==> config.mk <==
export PLATFORM = sky130hd
export DESIGN_NAME = bpred_table_ctrl
export DESIGN_NICKNAME = d
export VERILOG_FILES = /design/src/rtl/bpred_table_ctrl.sv
export SDC_FILE = /design/constraint.sdc
export NUM_CORES = 1
export LEC_CHECK = 0
export CAP_MARGIN = 5
export CORE_MARGIN = 4
export CORE_UTILIZATION = 40
export CTS_CLUSTER_SIZE = 12
export DETAILED_ROUTE_END_ITERATION = 6
export PLACE_DENSITY = 0.72
export SLEW_MARGIN = 20
export SYNTH_ARGS = -nofsm -noshare
export SYNTH_HDL_FRONTEND = slang
export SYNTH_SLANG_ARGS = --single-unit
==> constraint.sdc <==
create_clock -name clk -period 1.7 [get_ports clk]
set_input_delay 0.425 -clock clk [delete_from_list [all_inputs] [get_ports clk]]
set_output_delay 0.425 -clock clk [all_outputs]
set_load 0.01 [all_outputs]
==> src/rtl/bpred_table_ctrl.sv <==
// Branch-prediction table controller: sweeps the table to INITVALUE, serves
// fetch lookups on port B and applies queued saturating-counter updates.
module bpred_table_ctrl #(
   parameter int PCWIDTH        = 32,
   parameter int TABLEDEPTH     = 4096,
   parameter int LOG2TABLEDEPTH = 12,
   parameter int TABLEWIDTH     = 2,
   parameter int INITVALUE      = 1,
   parameter int FIFODEPTH      = 4,
   parameter int LOG2FIFODEPTH  = 2
) (
   input  logic                      clk,
   input  logic                      resetn,
   input  logic                      flush,
   output logic                      busy,
   input  logic                      predict,
   input  logic [PCWIDTH-1:0]        pc_predict,
   output logic                      prediction,
   input  logic                      result_rdy,
   input  logic                      result,
   input  logic [PCWIDTH-1:0]        pc_result,
   output logic                      result_full,
   output logic                      overflow,
   output logic                      tbl_wren,
   output logic [LOG2TABLEDEPTH-1:0] tbl_waddr,
   output logic [TABLEWIDTH-1:0]     tbl_wdata,
   output logic                      tbl_rden,
   output logic [LOG2TABLEDEPTH-1:0] tbl_raddr,
   input  logic [TABLEWIDTH-1:0]     tbl_q
);

   localparam logic [0:0] SWEEP = 1'b0;
   localparam logic [0:0] RUN   = 1'b1;

   localparam logic [1:0] U_IDLE  = 2'd0;
   localparam logic [1:0] U_READ  = 2'd1;
   localparam logic [1:0] U_WRITE = 2'd2;

   localparam logic [LOG2TABLEDEPTH-1:0] LAST_ADDR = LOG2TABLEDEPTH'(TABLEDEPTH - 1);
   localparam logic [LOG2FIFODEPTH:0]    FIFO_FULL = (LOG2FIFODEPTH + 1)'(FIFODEPTH);
   localparam logic [LOG2FIFODEPTH:0]    CNT_ONE   = (LOG2FIFODEPTH + 1)'(1);

   logic [0:0]                state;
   logic [1:0]                ustate;
   logic [LOG2TABLEDEPTH-1:0] sweep_addr;
   logic [LOG2TABLEDEPTH-1:0] fifo_idx [FIFODEPTH];
   logic                      fifo_res [FIFODEPTH];
   logic [LOG2FIFODEPTH-1:0]  wr_ptr;
   logic [LOG2FIFODEPTH-1:0]  rd_ptr;
   logic [LOG2FIFODEPTH:0]    count;
   logic                      hold;
   logic                      last_pred;

   logic                      run;
   logic                      push;
   logic                      pop;
   logic                      upd_rd;
   logic [LOG2TABLEDEPTH-1:0] pidx;
   logic [LOG2TABLEDEPTH-1:0] ridx;
   logic [LOG2TABLEDEPTH-1:0] head_idx;
   logic                      head_res;
   logic [TABLEWIDTH-1:0]     upd_data;
   logic                      unused_pc;

   assign run      = (state == RUN);
   assign pidx     = pc_predict[LOG2TABLEDEPTH+1:2];
   assign ridx     = pc_result[LOG2TABLEDEPTH+1:2];
   assign head_idx = fifo_idx[rd_ptr];
   assign head_res = fifo_res[rd_ptr];
   assign unused_pc = ^{pc_predict[PCWIDTH-1:LOG2TABLEDEPTH+2], pc_predict[1:0],
                        pc_result[PCWIDTH-1:LOG2TABLEDEPTH+2], pc_result[1:0]};

   assign result_full = (count == FIFO_FULL);
   assign pop    = run && !flush && (ustate == U_WRITE);
   assign push   = run && !flush && result_rdy && (!result_full || pop);
   assign upd_rd = run && !flush && !predict && (ustate == U_READ);

   always_comb begin
      upd_data = tbl_q;
      if (head_res) begin
         if (tbl_q != '1) upd_data = tbl_q + TABLEWIDTH'(1);
      end else begin
         if (tbl_q != '0) upd_data = tbl_q - TABLEWIDTH'(1);
      end
   end

   // resetn gates the write so nothing reaches the RAM while reset is held
   assign tbl_wren   = resetn && (!run || pop);
   assign tbl_waddr  = run ? head_idx : sweep_addr;
   assign tbl_wdata  = run ? upd_data : TABLEWIDTH'(INITVALUE);
   assign tbl_rden   = run && (predict || upd_rd);
   assign tbl_raddr  = predict ? pidx : head_idx;
   assign busy       = !run;
   assign prediction = run && (last_pred ? tbl_q[TABLEWIDTH-1] : hold);

   always_ff @(posedge clk) begin
      if (push) begin
         fifo_idx[wr_ptr] <= ridx;
         fifo_res[wr_ptr] <= result;
      end
   end

   always_ff @(posedge clk or negedge resetn) begin
      if (!resetn) begin
         state      <= SWEEP;
         ustate     <= U_IDLE;
         sweep_addr <= '0;
         wr_ptr     <= '0;
         rd_ptr     <= '0;
         count      <= '0;
         overflow   <= 1'b0;
         hold       <= 1'b0;
         last_pred  <= 1'b0;
      end else begin
         if (tbl_rden) last_pred <= predict;
         if (run && last_pred) hold <= tbl_q[TABLEWIDTH-1];

         if (!run || flush) begin
            ustate <= U_IDLE;
            wr_ptr <= '0;
            rd_ptr <= '0;
            count  <= '0;
            if (flush) begin
               state      <= SWEEP;
               sweep_addr <= '0;
               overflow   <= 1'b0;
            end else begin
               sweep_addr <= sweep_addr + 1'b1;
               if (sweep_addr == LAST_ADDR) state <= RUN;
            end
         end else begin
            if (push) wr_ptr <= wr_ptr + 1'b1;
            if (pop)  rd_ptr <= rd_ptr + 1'b1;
            case ({push, pop})
               2'b10:   count <= count + CNT_ONE;
               2'b01:   count <= count - CNT_ONE;
               default: count <= count;
            endcase
            if (result_rdy && !push) overflow <= 1'b1;

            case (ustate)
               U_IDLE:  if (count != '0) ustate <= U_READ;
               U_READ:  if (!predict) ustate <= U_WRITE;
               // chain straight into the next read to sustain one update per two cycles
               U_WRITE: ustate <= (count > CNT_ONE || push) ? U_READ : U_IDLE;
               default: ustate <= U_IDLE;
            endcase
         end
      end
   end

endmodule

# Yosys cells after proc, flatten, opt, wreduce, memory -nomap -nowiden
# Memory sizes are Yosys's and may differ from the RTL's.
# Cells that the tools add are included.
[totals]
ram_bits = 52
register_bits = 25
out_inout_bits = 32
inputBits = 72
word_cells = 87
n_memories = 2
[mem_list]
columns = ["name", "depth", "width", "read_ports", "rd_ports_with_merged_regs", "wr", "line_no", "rtl"]
rows = [
  ["fifo_idx", 4, 12, 1, 0, 1, "46", "logic [LOG2TABLEDEPTH-1:0] fifo_idx [FIFODEPTH];"],
  ["fifo_res", 4, 1, 1, 0, 1, "47", "logic fifo_res [FIFODEPTH];"],
]
[op_classes]
n_mux = 26
reduce_logical = 32
order_cmp = 1
eq_ne = 10
add_sub_neg = 7
[ops]
columns = ["cell", "count"]
rows = [
  ["two-way mux 12 bit", 3],
  ["two-way mux 2 bit", 11],
  ["adder 12 x 1 -> 12 bit (second input constant)", 1],
  ["== test 12 bit (second input constant)", 1],
  ["logical AND 1 bit", 11],
  ["nonzero test 2 bit", 5],
  ["two-way mux 1 bit", 9],
  ["adder 2 x 1 -> 2 bit (second input constant)", 3],
  ["one-hot mux 2 bit (3 select lines)", 1],
  ["one-hot mux 3 bit (2 select lines)", 1],
  ["AND reduction 2 bit", 3],
  ["nonzero test 3 bit", 2],
  ["zero test 1 bit", 5],
  ["logical OR 1 bit", 5],
  ["== test 2 x 1 -> 1 bit (second input constant)", 2],
  ["== test 2 bit (second input constant)", 2],
  ["inequality test 2 bit (second input constant)", 2],
  ["adder 3 x 1 -> 3 bit (second input constant)", 1],
  ["== test 3 bit (second input constant)", 1],
  ["> comparator 3 x 1 -> 1 bit (second input constant)", 1],
  ["two-way mux 3 bit", 1],
  ["inequality test 3 x 2 -> 1 bit (second input constant)", 1],
  ["inequality test 3 bit (second input constant)", 1],
  ["subtractor 3 x 1 -> 3 bit (second input constant)", 1],
  ["2 further kinds", 2],
]

# Longest topological paths before layout
# Gate-level depths: netlist (run 1).
[logic_depth]
ltp_word = 9
ltp_mapped = 6
mapped_depth_nobuf = 6

# Worst setup path before layout (run 1)
# OpenSTA, ideal clock, no wires.
[synth_path]
kind = "register to register"
start = "register count[0]"
end = "memory fifo_idx[2][0], enable pin"
arrival_ns = 1.479
period_less_slack_ns = 1.839
stages_incl_launch_ff = 7
t_required_ns = 1.340
setup_slack_ns = -0.139
n_path_buf = 0
cell_sequence = "dfrtp_1 > inv_1 > ha_1 > nand2_1 > o21ai_1 > nor2_1 > and2_1"
[synth_via]
elab_chain_cells = 6
[synth_lines]
columns = ["element", "line_no", "rtl"]
rows = [
  ["from (decl)", "50", "logic [LOG2FIFODEPTH:0] count;"],
  ["from (signal assigned)", "135", "2'b10: count <= count + CNT_ONE;"],
  ["from (signal assigned)", "136", "2'b01: count <= count - CNT_ONE;"],
  ["from (signal assigned)", "137", "default: count <= count;"],
  ["== test 3 bit", "73", "assign result_full = (count == FIFO_FULL);"],
  ["zero test 1 bit", "75", "assign push = run && !flush && result_rdy && (!result_full || pop);"],
  ["logical OR 1 bit", "75", ""],
  ["logical AND 1 bit", "75", ""],
  ["two-way mux 1 bit", "97", "if (push) begin"],
  ["two-way mux 1 bit (implied by the code)", "98", "fifo_idx[wr_ptr] <= ridx;"],
  ["to (decl)", "46", ""],
]
# No other way between the ends.

# Worst setup path after layout (run 1)
[layout_path]
start = "register rd_ptr[0]"
end = "output port tbl_waddr[8]"
[layout_via]
elab_chain_cells = 2
[layout_lines]
columns = ["element", "line_no", "rtl"]
rows = [
  ["from (decl)", "49", "logic [LOG2FIFODEPTH-1:0] rd_ptr;"],
  ["from (signal assigned)", "133", "if (pop) rd_ptr <= rd_ptr + 1'b1;"],
  ["memory read (4 x 12 bit)", "n/a", ""],
  ["two-way mux 12 bit", "89", "assign tbl_waddr = run ? head_idx : sweep_addr;"],
  ["to (decl)", "25", "output logic [LOG2TABLEDEPTH-1:0] tbl_waddr,"],
]
# No other way between the ends.

==> impl_metrics.py, run 1 <==
metrics = {
    "run_status": {
        "run_status": "finished, violations left",
        "violations": "negative setup slack",
    },
    "logic_synthesis": {
        "yosys_warnings": 0,
        "syn-instance-count": 278,
        "synth_top_flop_cell": "edfxtp_1",
        "syn_area_sq_um": 3670,
        "synth_async_sr_flop_share": 0.325,
        "synth-seq-area-share": 0.596,
        "syn_nets": 359,
        "synth_edf_count": 52,
        "avgSynthCellArea_sq_um": 13.2,
        "synth.distinct_cells": 44,
        "yosys_register_bits": 77,
    },
    "power_and_ir_drop": {
        "combPwrFrac": 0.078,
        "power_density_nw_per_um2": 696,
        "ir_worst_vdd_uv": 450,
        "p_leak_nw": 2.10,
        "p_int_mw": 2.73,
        "power.switching_uw": 877,
        "switching_share": 0.243,
        "seq_power_share": 0.561,
        "power_mw": 3.60,
        "power.share.clock": 0.361,
    },
    "finish": {
        "drive_gt1_frac": 0.419,
        "antennaDiodeCount": 0,
        "fin_nets": 479,
        "fill_cells": 683,
        "area_growth_pct": 41.1,
    },
    "clocking": {
        "clk_latency_ns": 0.35,
        "cts.path.max_buffers": 2,
        "cts_sinks": 77,
        "htreeDepth": 3,
        "root_buffer": "clkbuf_8",
        "clk_pin_slew_ns": 0.09,
        "cts_tree": "built",
        "cts_inserted_buffers": 9,
    },
    "floorplanning": {
        "core_sq_um": 8810,
        "io_pins": 104,
        "rows": 34,
        "initial_utilization": 0.416,
        "dieArea_sq_um": 10800,
        "die_h_um": 104,
        "die_w_um": 104,
    },
    "setup_path": {
        "worstPathArrival_ns": 1.88,
        "crit_fanout": 7,
        "crit_buf_inv": 2,
        "crit_chain": "buf_12 > mux4_2 > mux2_4 > buf_6",
        "cp-end-kind": "primary output",
        "cp_top_family": "multiplexers",
        "slowest_stage": "mux4_2",
        "start_kind": "register",
        "cp_data_required_time_ns": 1.27,
        "slowest_delay_ns": 0.55,
        "critical_path_class": "reg -> out",
    },
    "global_routing": {
        "grt_pass1_vias": 2693,
        "grt_overflow": 0,
        "grt_usage": 0.168,
        "grt_max_degree": 26,
        "antenna_found_initial": 0,
        "grt_first_pass_wirelength_um": 14200,
    },
    "timing": {
        "max-slew-margin-rel": 0.770,
        "fin_setup_tns_ns": -14.00,
        "period_needed_ns": 2.31,
        "fmax_mhz": 433,
        "setup_violations": 28,
        "worstMarginPinSlew_ns": 0.345,
        "hold_viol": 0,
        "fin_crit_sh": 1.36,
        "whs_ns": 0.510,
        "rsz0062_at_grt": "yes",
        "finClkSkew_ns": 0.0127,
        "setup_slack_ns": -0.609,
        "slew_viol_final": 0,
    },
    "placement": {
        "port_buffers": 63,
        "dpl.hpwl_um": 6100,
        "gp_congestion": 0.807,
    },
    "detailed_routing": {
        "drc": 0,
        "detail-route-antenna-nets": 0,
        "wl_per_cell_um": 17.4,
        "routed_wl_um": 8890,
        "vias": 2605,
        "drtIter0Drc": 113,
        "avgViaCountPerCell": 5.10,
        "first_pass_iters": 4,
    },
    "flow_run": {
        "max_cap_violations": 0,
    },
    "worst_hold_path": {
        "hp-class": "reg -> reg",
    },
}
path summary, 6_finish.rpt:
| path | start | endpoint | slack (ns) | depth (start not counted) |
|---|---|---|---|---|
| worst min register to register | overflow | overflow | 0.51 | 2 |
| worst max register to register | ustate[1] | fifo_idx[2][6] | 0.01 | 7 |
| max in group asynchronous | resetn | run | 0.86 | 2 |
| worst max-delay path | rd_ptr[0] | tbl_waddr[8] | -0.61 | 4 |
| worst min-delay path | overflow | overflow | 0.51 | 2 |
| min in group asynchronous | resetn | last_pred | 0.56 | 2 |
cell usage in the layout, fill, tap and decap left out, types with 7 or more instances in the layout:
cell             count
nand2_1             33
buf_2               15
mux4_2              13
dfrtp_1             23
ha_1                 8
mux2_4              11
clkdlybuf4s50_1     29
nor3_1               7
buf_4               44
xnor2_1              8
buf_12               7
nor2_1              27
edfxtp_1            52
nand2_2             13
buf_6               20
clkbuf_8             9
worst min-delay path: cells and delay by family (launching register included):
family / cells / cell delay (ns)
flops: 1 / 0.36
simple gates: 1 / 0.07
compound gates: 1 / 0.05
per-stage QoR:
stage | utilization | cells | worst slack [ns] | instance area (sq um)
2_1_floorplan | - | 278 | -0.0835 | 3700
3_3_place_gp | 0.544 | 478 | -0.617 | 4790
3_5_place_dp | 0.544 | 478 | -0.675 | 4790
4_1_cts | 0.574 | 503 | -0.690 | 5050
5_1_grt | 0.588 | 511 | -0.649 | 5180
6_report | 0.588 | 511 | -0.609 | 5180
power by group through the flow:
stage	clock, mW	sequential [mW]	combinational [mW]
2_1_floorplan	0	2.06	0.0836
3_3_place_gp	0	2.06	0.270
3_5_place_dp	0	2.06	0.277
4_1_cts	1.32	2.02	0.270
5_1_grt	1.41	2.02	0.305
6_report	1.30	2.02	0.283
synth_stat cells, types with 4 or more instances:
cell type | count | share of area
clkbuf_1 | 4 | 0.0041
o21ai_0 | 5 | 0.0068
a21oi_1 | 6 | 0.0082
mux2_2 | 6 | 0.018
nand2b_1 | 4 | 0.0068
xor2_1 | 6 | 0.014
dfrtp_1 | 25 | 0.17
mux4_1 | 6 | 0.043
mux4_2 | 7 | 0.043
nand2_1 | 46 | 0.047
buf_2 | 6 | 0.0082
ha_1 | 9 | 0.031
inv_1 | 10 | 0.010
and2_1 | 5 | 0.0085
nor2_1 | 28 | 0.029
mux2_4 | 6 | 0.025
nor3_1 | 8 | 0.011
edfxtp_1 | 52 | 0.43
xnor2_1 | 8 | 0.019
kinds of logic (layout without fill, tap and decap cells):
| family | count (synthesis) | after routing | synth area share |
|---|---|---|---|
| and+or+nand+nor | 103 | 103 | 0.128 |
| DFF | 77 | 77 | 0.596 |
| muxes | 28 | 28 | 0.137 |
| AOI/OAI and AO/OA | 24 | 24 | 0.0423 |
| buffers and inverters | 23 | 148 | 0.0321 |
| xor gates and xnor gates | 14 | 14 | 0.0334 |
| adders and majority gates | 9 | 9 | 0.0307 |
sequential cells by signal, summed over array words and instances, names as in the netlist:
| register | cells |
|---|---|
| rd_ptr | 2 |
| ustate | 2 |
| hold | 1 |
| count | 3 |
| last_pred | 1 |
| overflow | 1 |
| fifo_res | 4 |
| run | 1 |
| fifo_idx | 48 |
| wr_ptr | 2 |
| sweep_addr | 12 |
per-layer routing:
metal | vias up | track usage | share of wire | routed length (um)
li1 | 1229 | - | - | -
met1 | 1303 | 0.214 | 0.43 | 3860
met2 | 62 | 0.284 | 0.51 | 4520
met3 | 11 | 0.0311 | 0.042 | 373
met4 | 0 | 0.0655 | 0.016 | 141
met5 | - | 0 | 0 | 0
final cells by class:
| cell class | count | area [sq um] | area share |
|---|---|---|---|
| clock buffer | 9 | 124 | 0.0239 |
| clock inverter | 7 | 61.3 | 0.0118 |
| inverter | 10 | 40.0 | 0.00774 |
| multi-input combinational | 178 | 1480 | 0.286 |
| sequential | 77 | 2190 | 0.423 |
| tap | 108 | 135 | 0.0261 |
| timing repair buffer | 122 | 1150 | 0.222 |
what timing repair did:
action	CTS	global route
buffers inserted	7	10
hold buffers	0	0
gates cloned	2	0
pin swaps	23	7
endpoints found under the setup margin	84	89
resized for setup	162	31
endpoints found under the hold margin	0	0
(Power assumes the default switching activity.)
==> run 2, diff against run 1 <==
--- a/config.mk
+++ b/config.mk
@@ -5,7 +5,6 @@
 export SDC_FILE = /design/constraint.sdc
 export NUM_CORES = 1
 export LEC_CHECK = 0
-export CAP_MARGIN = 5
 export CORE_MARGIN = 4
 export CORE_UTILIZATION = 40
 export CTS_CLUSTER_SIZE = 12
==> results of run 2 <==
The final DEF is identical to that of run 1; final timing and power are the same.
==> run 3, diff against run 2 <==
--- a/config.mk
+++ b/config.mk
@@ -5,7 +5,7 @@
 export SDC_FILE = /design/constraint.sdc
 export NUM_CORES = 1
 export LEC_CHECK = 0
-export CORE_MARGIN = 4
+export CORE_MARGIN = 5
 export CORE_UTILIZATION = 40
 export CTS_CLUSTER_SIZE = 12
 export DETAILED_ROUTE_END_ITERATION = 6
==> run 3 against run 2 <==
  * The run still ends with negative setup slack left
  * Register-to-register slack hardly changed
  * Sequential share of layout area hardly changed
  * Wire length is 4.4% lower
  * Global-route usage is 1.3 points lower
  * Count of clock-buffer cells in the layout is 1 higher
  * Core utilization is 1.9 points lower
  * Combinational power is 2% higher
  * Largest cell class unchanged
  * Largest power group unchanged
  * Highest routed layer unchanged
==> impl_metrics.py, run 3 (synthesis results as in run 1) <==
metrics = {
    "flow_run": {
        "max_cap_violations": 0,
    },
    "global_routing": {
        "antenna_found_initial": 0,
        "grt_overflow": 0,
        "grt_max_degree": 26,
        "grt_pass1_vias": 2644,
        "grt_usage": 0.154,
        "grt_first_pass_wirelength_um": 13400,
    },
    "timing": {
        "rsz0062_at_grt": "yes",
        "whs_ns": 0.513,
        "setup_violations": 27,
        "hold_viol": 0,
        "period_needed_ns": 2.34,
        "worstMarginPinSlew_ns": 0.351,
        "setup_slack_ns": -0.639,
        "max-slew-margin-rel": 0.766,
        "fin_setup_tns_ns": -13.26,
        "fin_crit_sh": 1.38,
        "fmax_mhz": 427,
        "slew_viol_final": 0,
        "finClkSkew_ns": 0.0108,
    },
    "detailed_routing": {
        "wl_per_cell_um": 16.6,
        "detail-route-antenna-nets": 0,
        "first_pass_iters": 4,
        "drtIter0Drc": 96,
        "vias": 2558,
        "routed_wl_um": 8500,
        "avgViaCountPerCell": 4.99,
        "drc": 0,
    },
    "clocking": {
        "cts_inserted_buffers": 9,
        "cts_tree": "built",
        "cts_hold_buf": 0,
        "clk_pin_slew_ns": 0.08,
        "clk_latency_ns": 0.34,
        "cts_sinks": 77,
        "cts.path.max_buffers": 2,
        "htreeDepth": 3,
        "root_buffer": "clkbuf_8",
    },
    "finish": {
        "final_common_cell": "edfxtp_1",
        "regArea_sq_um": 2190,
        "final_cell_mix": "edfxtp_1, buf_4, nand2_1",
        "area_growth_pct": 41.3,
        "antennaDiodeCount": 0,
        "drive_gt1_frac": 0.400,
        "fill_cells": 732,
        "largest_register_ffs": 48,
        "fin_nets": 478,
        "multiInputGateArea_sq_um": 1470,
        "final_cell_count_no_fill": 513,
        "regMostFlops": "fifo_idx",
        "top_regs": "fifo_idx: 48 flops, sweep_addr: 12 flops, fifo_res: 4 flops",
    },
    "power_and_ir_drop": {
        "power_density_nw_per_um2": 733,
        "ir_worst_vdd_uv": 438,
        "p_leak_nw": 2.11,
    },
    "setup_path": {
        "crit_chain": "buf_6 > buf_6 > mux4_2 > mux2_4 > buf_6",
        "worstPathArrival_ns": 1.91,
        "critical_path_class": "reg -> out",
        "start_kind": "register",
        "slowest_delay_ns": 0.52,
        "cp_data_required_time_ns": 1.27,
        "rr_worst_depth": 7,
        "cpMostUsedCell": "buf_6",
        "cp-end-kind": "primary output",
        "slowest_stage": "mux4_2",
        "reg2reg_slack_ns": 0.02,
        "rr_endpoint": "fifo_idx[3][0]",
        "crit_fanout": 7,
        "r2r_start": "ustate[1]",
    },
    "worst_hold_path": {
        "hp-class": "in -> async",
    },
    "floorplanning": {
        "core_sq_um": 9110,
        "rows": 35,
        "initial_utilization": 0.403,
        "dieArea_sq_um": 11200,
        "die_h_um": 106,
        "die_w_um": 106,
        "io_pins": 104,
    },
    "run_status": {
        "run_status": "finished, violations left",
        "violations": "negative setup slack",
    },
    "placement": {
        "placed_cells": 481,
        "port_buffers": 63,
        "gp_congestion": 0.789,
        "dpl.hpwl_um": 5990,
    },
}
==> run 3: worst max path at each step <==
stage	from	end	slack, ns
final	rd_ptr[0]	tbl_waddr[9]	-0.64
after global routing	rd_ptr[0]	tbl_waddr[4]	-0.70
after CTS	rd_ptr[0]	tbl_waddr[4]	-0.65
after detailed placement	flush	tbl_rden	-0.65
after global placement	flush	tbl_rden	-0.61
after floorplan	rd_ptr[0]	tbl_waddr[4]	-0.08
==> run 3: critical path, delay by kind of cell, from the launching register on <==
family	cells	cell delay (ns)
buffers and inverters	3	0.40
DFF	1	0.38
muxes	2	0.80
==> run 3: layout make-up <==
| type | instances | area share |
|---|---|---|
| sequential | 77 | 0.423 |
| multi-input combinational | 178 | 0.284 |
| inverter | 10 | 0.00773 |
| clock inverter | 6 | 0.0171 |
| tap | 111 | 0.0268 |
| clock buffer | 10 | 0.0246 |
| timing repair buffer | 121 | 0.218 |
==> run 3: where the power goes <==
part           leakage (nW)  switching (mW)  internal [mW]
clock                 0.102           0.660          0.827
sequential            0.805         0.00942           2.01
combinational          1.20           0.130          0.161
==> run 3: stage by stage <==
| stage | util | instance area [sq um] | power (mW) | setup WS (ns) |
|---|---|---|---|---|
| global placement | 0.526 | 4790 | 2.33 | -0.610 |
| finish | 0.569 | 5180 | 3.80 | -0.639 |
| CTS | 0.552 | 5030 | 3.81 | -0.652 |
| floorplan | - | 3700 | 2.15 | -0.0835 |
| global route | 0.569 | 5180 | 3.94 | -0.703 |
| detailed placement | 0.526 | 4790 | 2.34 | -0.653 |
==> run 3: routing by layer <==
metal	up-vias	track usage	part of all wire
met1	1266	0.189	0.42
met2	56	0.271	0.53
met4	0	0.0444	0.010
li1	1229	-	-
met3	7	0.0380	0.040
met5	-	0	0
==> run 3: what timing repair did <==
item / CTS / global route
setup buffers: 11 / 5
resized for setup: 154 / 32
pin swaps: 25 / 10
setup endpoints to repair: 84 / 86
